<file path="src/rtl/led_pattern_engine.sv">
// LED bank pattern generator: rotate left/right, bounce, fill/drain at a programmable step rate.
// Latency: led, step_pulse and wrap register on the edge that takes the step.
// Backpressure: none; pause freezes the prescaler and step_req then advances one step at a time.
module led_pattern_engine #(
    parameter int N_LED    = 8,
    parameter int TICK_DIV = 2_500_000,
    parameter int DIV_W    = 26
) (
    input  logic             ext_clk_25m,
    input  logic             ext_rst,
    input  logic [1:0]       mode,
    input  logic [1:0]       speed,
    input  logic             pause,
    input  logic             step_req,
    output logic [N_LED-1:0] led,
    output logic             step_pulse,
    output logic             wrap
);

    localparam logic [1:0] MODE_ROL    = 2'b00;
    localparam logic [1:0] MODE_ROR    = 2'b01;
    localparam logic [1:0] MODE_BOUNCE = 2'b10;
    localparam logic [1:0] MODE_FILL   = 2'b11;

    localparam logic [N_LED-1:0] LED_ONE = {{(N_LED-1){1'b0}}, 1'b1};
    localparam logic [DIV_W-1:0] TICK    = DIV_W'(TICK_DIV);

    typedef enum logic {DIR_UP, DIR_DOWN} dir_t;
    typedef enum logic {PH_FILL, PH_DRAIN} phase_t;

    logic [DIV_W-1:0] cnt_q, cnt_d;
    logic [N_LED-1:0] led_q, led_d;
    dir_t             dir_q, dir_d;
    phase_t           phase_q, phase_d;
    logic [1:0]       mode_q;
    logic             pulse_q, pulse_d;
    logic             wrap_q, wrap_d;

    logic [DIV_W-1:0] period;
    logic [DIV_W-1:0] period_m1;
    logic             auto_step;
    logic             man_step;
    logic             step;
    logic             reload;

    logic [N_LED-1:0] pat_led;
    dir_t             pat_dir;
    phase_t           pat_phase;
    logic             pat_wrap;

    // >= rather than == so that lowering speed mid-count still fires promptly
    assign period    = TICK << speed;
    assign period_m1 = period - DIV_W'(1);
    assign auto_step = !pause && (cnt_q >= period_m1);
    assign man_step  = pause && step_req;
    assign step      = auto_step || man_step;
    assign reload    = (mode != mode_q);

    // State register
    always_ff @(posedge ext_clk_25m or posedge ext_rst) begin
        if (ext_rst) begin
            cnt_q   <= '0;
            led_q   <= LED_ONE;
            dir_q   <= DIR_UP;
            phase_q <= PH_FILL;
            mode_q  <= MODE_ROL;
            pulse_q <= 1'b0;
            wrap_q  <= 1'b0;
        end else begin
            cnt_q   <= cnt_d;
            led_q   <= led_d;
            dir_q   <= dir_d;
            phase_q <= phase_d;
            mode_q  <= mode;
            pulse_q <= pulse_d;
            wrap_q  <= wrap_d;
        end
    end

    // Candidate next pattern, applied only when a step is taken
    always_comb begin
        pat_led   = led_q;
        pat_dir   = dir_q;
        pat_phase = phase_q;
        pat_wrap  = 1'b0;
        case (mode_q)
            MODE_ROL: begin
                pat_led  = {led_q[N_LED-2:0], led_q[N_LED-1]};
                pat_wrap = (pat_led == LED_ONE);
            end
            MODE_ROR: begin
                pat_led  = {led_q[0], led_q[N_LED-1:1]};
                pat_wrap = (pat_led == LED_ONE);
            end
            MODE_BOUNCE: begin
                if (dir_q == DIR_UP) begin
                    pat_led = led_q << 1;
                    if (pat_led[N_LED-1]) pat_dir = DIR_DOWN;
                end else begin
                    pat_led = led_q >> 1;
                    if (pat_led[0]) begin
                        pat_dir  = DIR_UP;
                        pat_wrap = 1'b1;
                    end
                end
            end
            MODE_FILL: begin
                if (phase_q == PH_FILL) begin
                    pat_led  = {led_q[N_LED-2:0], 1'b1};
                    pat_wrap = (led_q == '0);
                    if (&pat_led) pat_phase = PH_DRAIN;
                end else begin
                    pat_led = {led_q[N_LED-2:0], 1'b0};
                    if (pat_led == '0) pat_phase = PH_FILL;
                end
            end
        endcase
    end

    // Next-state: a mode reload overrides any coincident step
    always_comb begin
        cnt_d   = cnt_q;
        led_d   = led_q;
        dir_d   = dir_q;
        phase_d = phase_q;
        pulse_d = 1'b0;
        wrap_d  = 1'b0;
        if (reload) begin
            cnt_d   = '0;
            led_d   = LED_ONE;
            dir_d   = DIR_UP;
            phase_d = PH_FILL;
        end else begin
            if (!pause) cnt_d = auto_step ? '0 : cnt_q + DIV_W'(1);
            if (step) begin
                led_d   = pat_led;
                dir_d   = pat_dir;
                phase_d = pat_phase;
                pulse_d = 1'b1;
                wrap_d  = pat_wrap;
            end
        end
    end

    // Outputs
    always_comb begin
        led        = led_q;
        step_pulse = pulse_q;
        wrap       = wrap_q;
    end

endmodule

</file>
<file path="config.mk">
export PLATFORM = sky130hd
export DESIGN_NAME = led_pattern_engine
export DESIGN_NICKNAME = d
export VERILOG_FILES = /design/src/rtl/led_pattern_engine.sv
export SDC_FILE = /design/constraint.sdc
export NUM_CORES = 1
export LEC_CHECK = 0
export CAP_MARGIN = 20
export CORE_MARGIN = 4
export CORE_UTILIZATION = 35
export DETAILED_ROUTE_END_ITERATION = 6
export GPL_TIMING_DRIVEN = 0
export PLACE_DENSITY_LB_ADDON = 0.2
export SLEW_MARGIN = 20
export SYNTH_ARGS = -nofsm -noshare
export SYNTH_HDL_FRONTEND = slang
export SYNTH_SLANG_ARGS = --single-unit
</file>
<file path="constraint.sdc">
create_clock -name ext_clk_25m -period 2.2 [get_ports ext_clk_25m]
set_clock_uncertainty 0.1 [all_clocks]
set_input_delay 0.33 -clock ext_clk_25m [delete_from_list [all_inputs] [get_ports ext_clk_25m]]
set_output_delay 0.33 -clock ext_clk_25m [all_outputs]
set_load 0.01 [all_outputs]
</file>
==> impl_results.md, run 1 <==
* Mapped Avg Cell Area at 8.53 um2
* GRT Overall Usage at 18.7%
* Largest net degree at the start of global routing at 25
* Final min period at 3.10 ns
* Die area at 10100 um2
* Worst Path Max Fanout at 8
* Startpoint types: input pin
* CTS H-Tree Depth at 2
* FF+latch area at 1000 um2
* Die span in x at 100 um
* DRC Markers at 0
* Seq cells post-synth at 40
* Initial Util at 36.3%
* DRT antenna net count at 0
* Crit Path Class: input pin to register
* Synth cell types at 53
* Multi-input gate area at 2230 um2
* Cell Pwr Density at 385 nW/um2
* Row count at 33
* Setup WS post-layout at -0.901 ns
* CP endpoint kind: register
* Synthesized area at 2990 um2
* Ys async rst share at 100%
* Number of flops mapped to enable cells by yosys at 0
* Main flop type after synthesis: dfrtp_1
* Worst Path Arrival at 3.16 ns
* Data required, critical path at 2.26 ns
* Via count at 3005
* Worst-Margin Slew at 0.935 ns
* Slew headroom at 37.1%
* Core outline area at 8260 um2
* Ant. Diodes at 0
* IO Pins at 18
* Sequential-to-total area share from yosys stat at 33.5%
* Number of slew-limit violations in the final report at 0
* Worst IR Drop VDD at 0.295 mV
* CP max-delay cell: or4_4
* Routed WL per cell at 18.3 um
* P&R area growth vs syn at 37.4%
* Max cap viols at 0
* Most used cell, CP: buf_8
* Die Y at 100 um
* Fmax at 322 MHz
* Number of global-route vias before repair at 2921
* CTS sink count at 40
* Proportion of layout cells with a drive suffix above 1 at 27.0%
* Port bufs at 17
* Clock-pin slew of the registers on the worst-case setup and hold paths at 0.08 ns
* CTS tree: yes
* Routed WL at 9.23 mm
* Post-Synthesis Cells at 351
* Worst-Skew Late Latency at 0.29 ns
* Deepest clock path buffer count at 2
* Vias per cell at 5.95
* Syn_nets at 389
* Nets at 437
* Number of fillers in the final layout at 764
* Unrepaired setup endpoints after global routing: true
* Grt ovf at 0
* Hold buffers post-CTS at 0
* Failing checks: setup timing
* Initial DRC count at 177
* WHS at 0.237 ns
* Bufs and invs on worst path at 5
* Root Buffer: clkbuf_8
* Final critical-path share of the clock period at 141%
* Crit-path cells: buf_12, clkinvlp_4, buf_6, ha_4, or4_4, nor3_4, xnor2_1, ha_1, nand4_1, nor3_2, a22oi_2, o2111a_2, buf_8, buf_8, a41oi_2, o41ai_2
* Final hold vios at 0
* First-pass GRT wire length at 15.0 mm
* Final setup viols at 38
* Util after Layout at 49.8%
* DR pass1 iterations at 5
* Cts bufs inserted at 5
* LEAKAGE at 1.60 nW
* HP Class: input pin to asynchronous set/reset pin
* Status: finished, violations left
* Top delay family on crit path: simple AND/OR/NAND/NOR gates
* Placed wire-length estimate at 6.41 mm
* Slowest cell delay on critical path at 0.51 ns
* Setup WS pre-CTS at -2.13 ns
* RePlAce Congestion at 0.863
* Synth Warn # at 0
* Initial antenna violation count at 0
==> synth_stat cells (3+ instances only) <==
cell type   n  area [um2]
or3_1      17         106
o41ai_1     5        43.8
a21oi_1    36         180
inv_1      18        67.6
a41oi_1     7        61.3
o21a_1      3        22.5
o22ai_1    13        81.3
nand2_1    42         158
nand4_1     7        43.8
nor4_1      4        25.0
o32ai_1     3        26.3
dfrtp_1    39         976
mux2i_1     6        60.1
clkbuf_1   14        52.6
a311oi_1    6        52.6
buf_1       5        18.8
nor2_1      7        26.3
nand2b_1    4        25.0
and4_1      3        26.3
nor3_1     10        50.1
and3_1      8        50.1
nand3_1    19        95.1
or2_2       3        18.8
ha_1       30         375
or4_1       5        37.5
o21ai_0     5        25.0
==> repair_timing <==
| item | 4_1_cts | 5_1_grt |
|---|---|---|
| resized for setup | 62 | 27 |
| cloned | 3 | 1 |
| setup buffers | 17 | 3 |
| pin swaps | 18 | 8 |
| setup endpoints to repair | 38 | 38 |
==> per-layer routing <==
layer  global-route usage [%]  vias up  share of wire [%]
met5                        0        -                  0
met4                     5.70        0                1.2
met3                     1.45        8                4.0
met2                     30.5       80                 48
met1                     26.4     1483                 47
li1                         -     1434                  -
==> flip-flops by register name, indices dropped and copies added (netlist names) <==
| register | flops |
|---|---|
| wrap | 1 |
| dir_q | 1 |
| cnt_q | 26 |
| led | 8 |
| mode_q | 2 |
| phase_q | 1 |
| step_pulse | 1 |
==> through the flow <==
stage	std cells	TNS (ns)	area, um2	total power [mW]
after global routing	505	-36.83	4110	1.65
after CTS	502	-33.96	3960	1.57
after detailed placement	474	-76.86	3470	1.04
after floorplan	351	-30.19	3150	0.933
final	505	-31.54	4110	1.58
after global placement	473	-80.70	3450	1.03
==> worst register-to-register path: cells and delay by family, from the launching register on <==
kind,cells,cell delay (ns)
and+or+nand+nor,5,1.91
adders and majority gates,1,0.23
AOI/OAI and AO/OA,1,0.14
DFF,1,0.45
==> area by class of cell <==
cell class	instances	share of cell area, %
Buffer	21	3.80
Tap cell	105	3.19
Clock inverter	1	0.122
Sequential cell	40	24.4
Clock buffer	7	1.86
Inverter	18	1.86
Timing Repair Buffer	41	10.6
Multi-Input combinational cell	272	54.2
==> cells in the final DEF, fill, tap and decap left out, types with 8 or more instances in the layout <==
cell             Yosys  layout
a21oi_1             36      25
a21oi_2              0       9
and3_1               8       8
buf_4                0      14
buf_6                0       8
clkbuf_1            14      12
clkdlybuf4s50_1      0      15
dfrtp_1             39      39
ha_1                30      26
inv_1               18      13
nand2_1             42      41
nand3_1             19      17
o22ai_1             13      10
or3_1               17      17
==> where the power goes <==
part           switching [mW]  leakage (nW)  internal [mW]  total [mW]
Sequential             0.0150         0.549          0.745       0.760
Clock                   0.261        0.0422          0.223       0.484
Combinational           0.211          1.01          0.127       0.338
Total                   0.487          1.60           1.10        1.58
==> path summary, 6_finish.rpt <==
path | start | to | slack [ns] | cells after the start
setup / recovery | speed[1] | cnt_q[9]$_DFFE_PP0P_ | -0.90 | 16
hold / removal | ext_rst | led[4]$_DFFE_PP0P_ | 0.24 | 2
setup reg to reg | cnt_q[0]$_DFFE_PP0P_ | cnt_q[20]$_DFFE_PP0P_ | -0.71 | 7
hold reg to reg | cnt_q[25]$_DFFE_PP0P_ | cnt_q[25]$_DFFE_PP0P_ | 0.47 | 1
max in group asynchronous | ext_rst | led[0]$_DFFE_PP1P_ | 1.22 | 3
min in group ext_clk_25m | mode[0] | mode_q[0]$_DFF_PP0_ | 0.42 | 1
==> logic make-up (layout without fill, tap and decap cells) <==
family	after synthesis	after routing	synth area share, %
buffers and inverters	39	88	4.97
DFF	40	40	33.5
muxes	6	6	2.01
adders and majority gates	30	30	12.5
and+or+nand+nor	137	137	24.6
xor gates and xnor gates	3	3	0.878
AOI/OAI and AO/OA	96	96	21.6
(Power assumes the default switching activity.)
==> run 2, diff against run 1 <==
- SETUP_SLACK_MARGIN: not set -> 0.15
==> run 2 against run 1 <==
The run still ends with setup timing left. Fmax rose by 0.29%. Register-to-register slack better by 0.05 ns. Final cell count is the same. Clock power is essentially flat. Sequential cell count stayed put. Global-route usage stayed put. Die area unchanged. Non-clock buffer count stayed put. Hold slack lost 0.0019 ns. Critical path depth unchanged. Core utilization about the same. Via count is 2.0% lower. Largest cell class unchanged.
==> impl_results.md, run 2 (synthesis gave the netlist of run 1 again) <==
* Number of slew-limit violations in the final report at 0 (unchanged)
* Most used cell, CP: buf_8
* CP endpoint kind: register
* Fmax at 323 MHz (+0.29%)
* Worst IR Drop VDD at 0.290 mV (-1.9%)
* Top delay family on crit path: simple AND/OR/NAND/NOR gates
* Startpoint types: input pin
* Slowest cell delay on critical path at 0.51 ns (about the same)
* Flop-to-flop setup slack at -0.66 ns (+0.05 ns)
* RePlAce Congestion at 0.863 (unchanged)
* CP endpoint: cnt_q[9]$_DFFE_PP0P_
* Final setup viols at 38 (unchanged)
* Finished Layout Cells at 505 (unchanged)
* DR pass1 iterations at 4 (-1)
* Final hold vios at 0 (unchanged)
* Number of fillers in the final layout at 767 (+0.39%)
* CP max-delay cell: or4_4
* First-pass GRT wire length at 15.0 mm (unchanged)
* Deepest clock path buffer count at 2 (unchanged)
* Row count at 33 (unchanged)
* Max cap viols at 0 (unchanged)
* Grt ovf at 0 (unchanged)
* Largest net degree at the start of global routing at 25 (unchanged)
* Unrepaired setup endpoints after global routing: true
* DRC Markers at 0 (unchanged)
* Root Buffer: clkbuf_8
* Util after Layout at 49.8% (about the same)
* Met3 usage in global routing at 1.45% (unchanged)
* Ant. Diodes at 0 (unchanged)
* LEAKAGE at 1.61 nW (+0.25%)
* Crit-path cells: buf_12, clkinvlp_4, buf_6, ha_4, or4_4, nor3_4, xnor2_1, ha_1, nand4_1, nor3_2, a22oi_2, o2111a_2, buf_8, buf_8, a41oi_2, o41ai_2
* Crit Path Class: input pin to register
* Worst Path Arrival at 3.15 ns (about the same)
* Setup WS post-layout at -0.892 ns (+0.00901 ns)
* CTS H-Tree Depth at 2 (unchanged)
* Worst Path Max Fanout at 8 (unchanged)
* Clock-pin slew of the registers on the worst-case setup and hold paths at 0.08 ns (about the same)
* Final Power at 1.59 mW (+0.24%)
* Routed WL at 9.33 mm (+1.1%)
* GRT busiest layer: met2
* Most common cell after layout, fill and taps aside: nand2_1
* Core outline area at 8260 um2 (unchanged)
* Die area at 10100 um2 (unchanged)
* Worst-Skew Late Latency at 0.29 ns (about the same)
* Via count at 2946 (-2.0%)
* R2r startpoint: cnt_q[0]$_DFFE_PP0P_
* Multi-input gate area at 2220 um2 (-0.51%)
* Data required, critical path at 2.26 ns (about the same)
* FF+latch area at 1000 um2 (unchanged)
* Routed WL per cell at 18.5 um (+1.1%)
* GR Util met2 at 30.5% (unchanged)
* CTS tree: yes
* Placed cell count at 474 (unchanged)
* R2r endpoint: cnt_q[20]$_DFFE_PP0P_
* R2R depth at 7 (unchanged)
* Final instance area at 4110 um2 (about the same)
* Initial antenna violation count at 0 (unchanged)
* Most frequent cells in the layout: nand2_1 (41), dfrtp_1 (39), a21oi_1 (26), ha_1 (26)
* Hold buffers post-CTS at 0 (unchanged)
* Port bufs at 17 (unchanged)
* Initial DRC count at 187 (+5.6%)
* Cell Pwr Density at 386 nW/um2 (+0.34%)
* Final critical-path share of the clock period at 141% (-0.41 points)
* Slew headroom at 37.5% (+0.40 points)
* DRT antenna net count at 0 (unchanged)
* Status: finished, violations left
* Top reg by flops: cnt_q
* Vias per cell at 5.83 (-2.0%)
* Met1 Track Usage GR at 26.4% (unchanged)
* Dpl cell area at 3470 um2 (unchanged)
* Nets at 437 (unchanged)
* Die Y at 100 um (unchanged)
* Placed wire-length estimate at 6.41 mm (unchanged)
* Stages on worst setup path at 16 (unchanged)
* Number of flip-flops in the largest register at 26 (unchanged)
* Final min period at 3.09 ns (-0.00901 ns)
* HP Class: input pin to asynchronous set/reset pin
* Setup crit start: speed[1]
* P&R area growth vs syn at 37.2% (about the same)
* Number of global-route vias before repair at 2921 (unchanged)
* Initial Util at 36.3% (unchanged)
* Cts bufs inserted at 5 (unchanged)
* CTS sink count at 40 (unchanged)
* GRT Overall Usage at 18.7% (unchanged)
* Worst-Margin Slew at 0.929 ns (-0.00592 ns)
* Die span in x at 100 um (unchanged)
* IO Pins at 18 (unchanged)
* Proportion of layout cells with a drive suffix above 1 at 26.8% (-0.25 points)
* Failing checks: setup timing
* Bufs and invs on worst path at 5 (unchanged)
run 2: changes by cell type in the layout (fill, tap and decap cells not counted):
cell / delta
buf_4: -1
buf_8: +1
a21oi_4: -1
a21oi_1: +1
run 2: layout make-up:
type | count | share of cell area, %
plain buffers | 21 | 3.81
clock inverters | 1 | 0.122
multi-input cells | 272 | 54.0
repair buffers | 41 | 10.8
clock buffers | 7 | 1.86
well taps | 105 | 3.20
inverters | 18 | 1.86
flip-flops and latches | 40 | 24.4
run 2: worst min-delay path by stage:
| stage | slack, ns | endpoint |
|---|---|---|
| 2_1_floorplan | 0.26 | mode_q[0]$_DFF_PP0_ |
| 3_3_place_gp | 0.44 | cnt_q[0]$_DFFE_PP0P_ |
| 3_5_place_dp | 0.44 | cnt_q[0]$_DFFE_PP0P_ |
| 4_1_cts | 0.25 | led[4]$_DFFE_PP0P_ |
| 5_1_grt | 0.30 | led[2]$_DFFE_PP0P_ |
| 6_report | 0.24 | led[4]$_DFFE_PP0P_ |
run 2: layer usage:
layer  part of all wire, %  vias to the layer above  wire (um)
met5                     0                        -          0
met4                   1.8                        0        166
met3                   3.4                       10        317
met2                    48                       56       4460
met1                    47                     1445       4380
li1                      -                     1435          -
run 2: power by group:
| group | switching (mW) | internal, mW | total (mW) |
|---|---|---|---|
| Clock | 0.261 | 0.223 | 0.485 |
| Combinational | 0.212 | 0.130 | 0.341 |
| Sequential | 0.0151 | 0.745 | 0.760 |
run 2: repair_timing:
action                                  CTS  global route
setup buffers                            17             2
endpoints found under the setup margin   38            38
gates resized for setup                  62            26
cloned                                    3             1
pin swaps                                18             7
run 2: stage by stage:
step | worst slack [ns] | setup TNS, ns | hold WS (ns)
after floorplan | -0.884 | -30.19 | 0.261
after global placement | -2.10 | -80.70 | 0.440
after detailed placement | -2.13 | -76.86 | 0.435
after CTS | -0.983 | -33.96 | 0.246
after global routing | -1.03 | -36.92 | 0.304
final | -0.892 | -31.14 | 0.235
==> run 3, diff against run 2 <==
- CORE_MARGIN: 4 -> 8
==> run 3 against run 2 <==
The run still ends with setup timing left. Worst setup slack got worse by 0.15 ns. Routed wire length rose by 0.91%. Non-clock buffer count fell by 8. Critical endpoint is now phase_q$_DFFE_PP0P_. Sequential share of layout area rose by 1.1 points. Highest routed layer unchanged.
==> impl_results.md, run 3 (synthesis gave the netlist of run 1 again) <==
* Final critical-path share of the clock period at 147% (+6.7 points)
* Fmax at 309 MHz (-4.6%)
* Via count at 2986 (+1.4%)
* RePlAce Congestion at 0.841 (-2.5%)
* Data required, critical path at 2.34 ns (+0.08 ns)
* Cts bufs inserted at 5 (unchanged)
* R2r startpoint: cnt_q[0]$_DFFE_PP0P_
* Final setup viols at 38 (unchanged)
* Worst-Skew Late Latency at 0.30 ns (about the same)
* Worst Path Arrival at 3.38 ns (+0.23 ns)
* Routed WL at 9.42 mm (+0.91%)
* Startpoint types: input pin
* Grt ovf at 0 (unchanged)
* Unrepaired setup endpoints after global routing: true
* Failing checks: setup timing
* Port bufs at 17 (unchanged)
* Setup crit start: speed[1]
* R2R depth at 7 (unchanged)
* Cell Pwr Density at 438 nW/um2 (+13%)
* Core outline area at 8260 um2 (unchanged)
* Die Y at 108 um (+8.0%)
* Initial Util at 36.3% (unchanged)
* First-pass GRT wire length at 15.4 mm (+2.4%)
* Final hold vios at 0 (unchanged)
* IO Pins at 18 (unchanged)
* Status: finished, violations left
* Worst IR Drop VDD at 0.217 mV (-25%)
* Hold buffers post-CTS at 0 (unchanged)
* Deepest clock path buffer count at 2 (unchanged)
* Nets at 430 (-1.6%)
* Largest net degree at the start of global routing at 30 (+20%)
* Worst-Margin Slew at 0.845 ns (-0.0838 ns)
* Flop-to-flop setup slack at -0.57 ns (+0.09 ns)
* Proportion of layout cells with a drive suffix above 1 at 20.9% (-5.9 points)
* GRT busiest layer: met2
* Top reg by flops: cnt_q
* Crit Path Class: input pin to register
* Row count at 33 (unchanged)
* Ant. Diodes at 0 (unchanged)
* Number of flip-flops in the largest register at 26 (unchanged)
* Die span in x at 108 um (+8.0%)
* P&R area growth vs syn at 31.1%
* HP Class: input pin to asynchronous set/reset pin
* Clock-pin slew of the registers on the worst-case setup and hold paths at 0.09 ns (about the same)
* Placed wire-length estimate at 6.53 mm (+1.8%)
* Number of global-route vias before repair at 2920 (-0.034%)
* Routed WL per cell at 18.9 um (+2.3%)
* CP endpoint: phase_q$_DFFE_PP0P_
* DRC Markers at 0 (unchanged)
* Initial DRC count at 187 (unchanged)
* Number of slew-limit violations in the final report at 0 (unchanged)
* CTS sink count at 40 (unchanged)
* Met3 usage in global routing at 2.08% (+0.63 points)
* LEAKAGE at 1.55 nW (-3.5%)
* DR pass1 iterations at 5 (+1)
* Initial antenna violation count at 0 (unchanged)
* Final min period at 3.24 ns (+0.148 ns)
* Finished Layout Cells at 498 (-1.4%)
* TNS Setup at -35.07 ns (-3.93 ns)
* Met1 Track Usage GR at 22.2% (-4.2 points)
* GR Util met2 at 26.8% (-3.7 points)
* CP endpoint kind: register
* Slew headroom at 43.1% (+5.6 points)
* CTS tree: yes
* Placed cell count at 474 (unchanged)
* Setup WS post-layout at -1.04 ns (-0.148 ns)
* Final instance area at 3930 um2 (-4.5%)
* Root Buffer: clkbuf_8
* Worst Path Max Fanout at 6 (-2)
* Most frequent cells in the layout: nand2_1 (41), dfrtp_1 (39), a21oi_1 (31)
* R2r endpoint: cnt_q[20]$_DFFE_PP0P_
* Die area at 11800 um2 (+17%)
* DRT antenna net count at 0 (unchanged)
* Dpl cell area at 3470 um2 (unchanged)
* GRT Overall Usage at 16.5% (-2.2 points)
* CTS H-Tree Depth at 2 (unchanged)
* Vias per cell at 6.00 (+2.8%)
* Most common cell after layout, fill and taps aside: nand2_1
* Setup WS pre-CTS at -2.10 ns (+0.0341 ns)
* Max cap viols at 0 (unchanged)
* Number of fillers in the final layout at 810 (+5.6%)
==> run 3: cell types whose count changed in the layout (fill, tap and decap cells not counted), moves of 2 or more <==
cell and change:
clkbuf_1 -2, o32ai_2 -2, o32ai_1 +2, buf_4 -3, buf_6 -4, o22ai_1 +3, a21oi_2 -4, nand3_1 +2
o22ai_2 -2, a21oi_1 +5
==> run 3: through the flow <==
step	power, mW	util, %	hold WS, ns
4_1_cts	1.73	46.7	0.183
6_report	1.72	47.5	0.178
5_1_grt	1.80	47.5	0.192
3_5_place_dp	1.04	42.1	0.438
2_1_floorplan	0.933	-	0.261
3_3_place_gp	1.03	41.8	0.439
==> run 3: critical path, stage by stage <==
cell and delay (ns):
buf_12 0.08, clkinvlp_4 0.19, ha_4 0.23, or4_4 0.52
nor3_2 0.13, xnor2_1 0.09, ha_1 0.29, nand4_1 0.14
nor3_2 0.24, a22oi_2 0.10, o2111a_2 0.33, buf_4 0.17
a2111oi_4 0.35, o211a_1 0.18
==> run 3: worst min path at each step <==
stage | slack (ns) | cells after the start | to
floorplan | 0.26 | 0 | mode_q[0]$_DFF_PP0_
global placement | 0.44 | 1 | cnt_q[0]$_DFFE_PP0P_
detailed placement | 0.44 | 1 | cnt_q[0]$_DFFE_PP0P_
CTS | 0.18 | 2 | led[4]$_DFFE_PP0P_
global route | 0.19 | 2 | led[4]$_DFFE_PP0P_
finish | 0.18 | 2 | led[4]$_DFFE_PP0P_
==> run 3: repair_timing <==
action                                  in CTS  in global routing
setup buffers                                9                  2
gates cloned                                 5                  0
resized for setup                           43                 13
endpoints found under the setup margin      38                 38
pin swaps                                   18                  5
==> run 3: cell type report <==
class / instances / area (um2) / area share [%]
clock buffer: 6 / 82.6 / 2.10
clock inverter: 2 / 38.8 / 0.988
inverter: 18 / 73.8 / 1.88
buffer: 21 / 146 / 3.73
multi-input combinational: 273 / 2100 / 53.6
sequential: 40 / 1000 / 25.5
timing repair buffer: 33 / 348 / 8.86
tap: 105 / 131 / 3.35
==> run 3: per-layer routing <==
layer | up-vias | part of all wire [%]
met4 | 0 | 1.3
met3 | 10 | 3.9
li1 | 1424 | -
met2 | 74 | 49
met5 | - | 0
met1 | 1478 | 46
==> run 3: where the power goes <==
| part | switching (mW) | leakage, nW | internal [mW] |
|---|---|---|---|
| Combinational | 0.195 | 0.939 | 0.110 |
| Sequential | 0.0144 | 0.549 | 0.745 |
| Clock | 0.283 | 0.0614 | 0.371 |
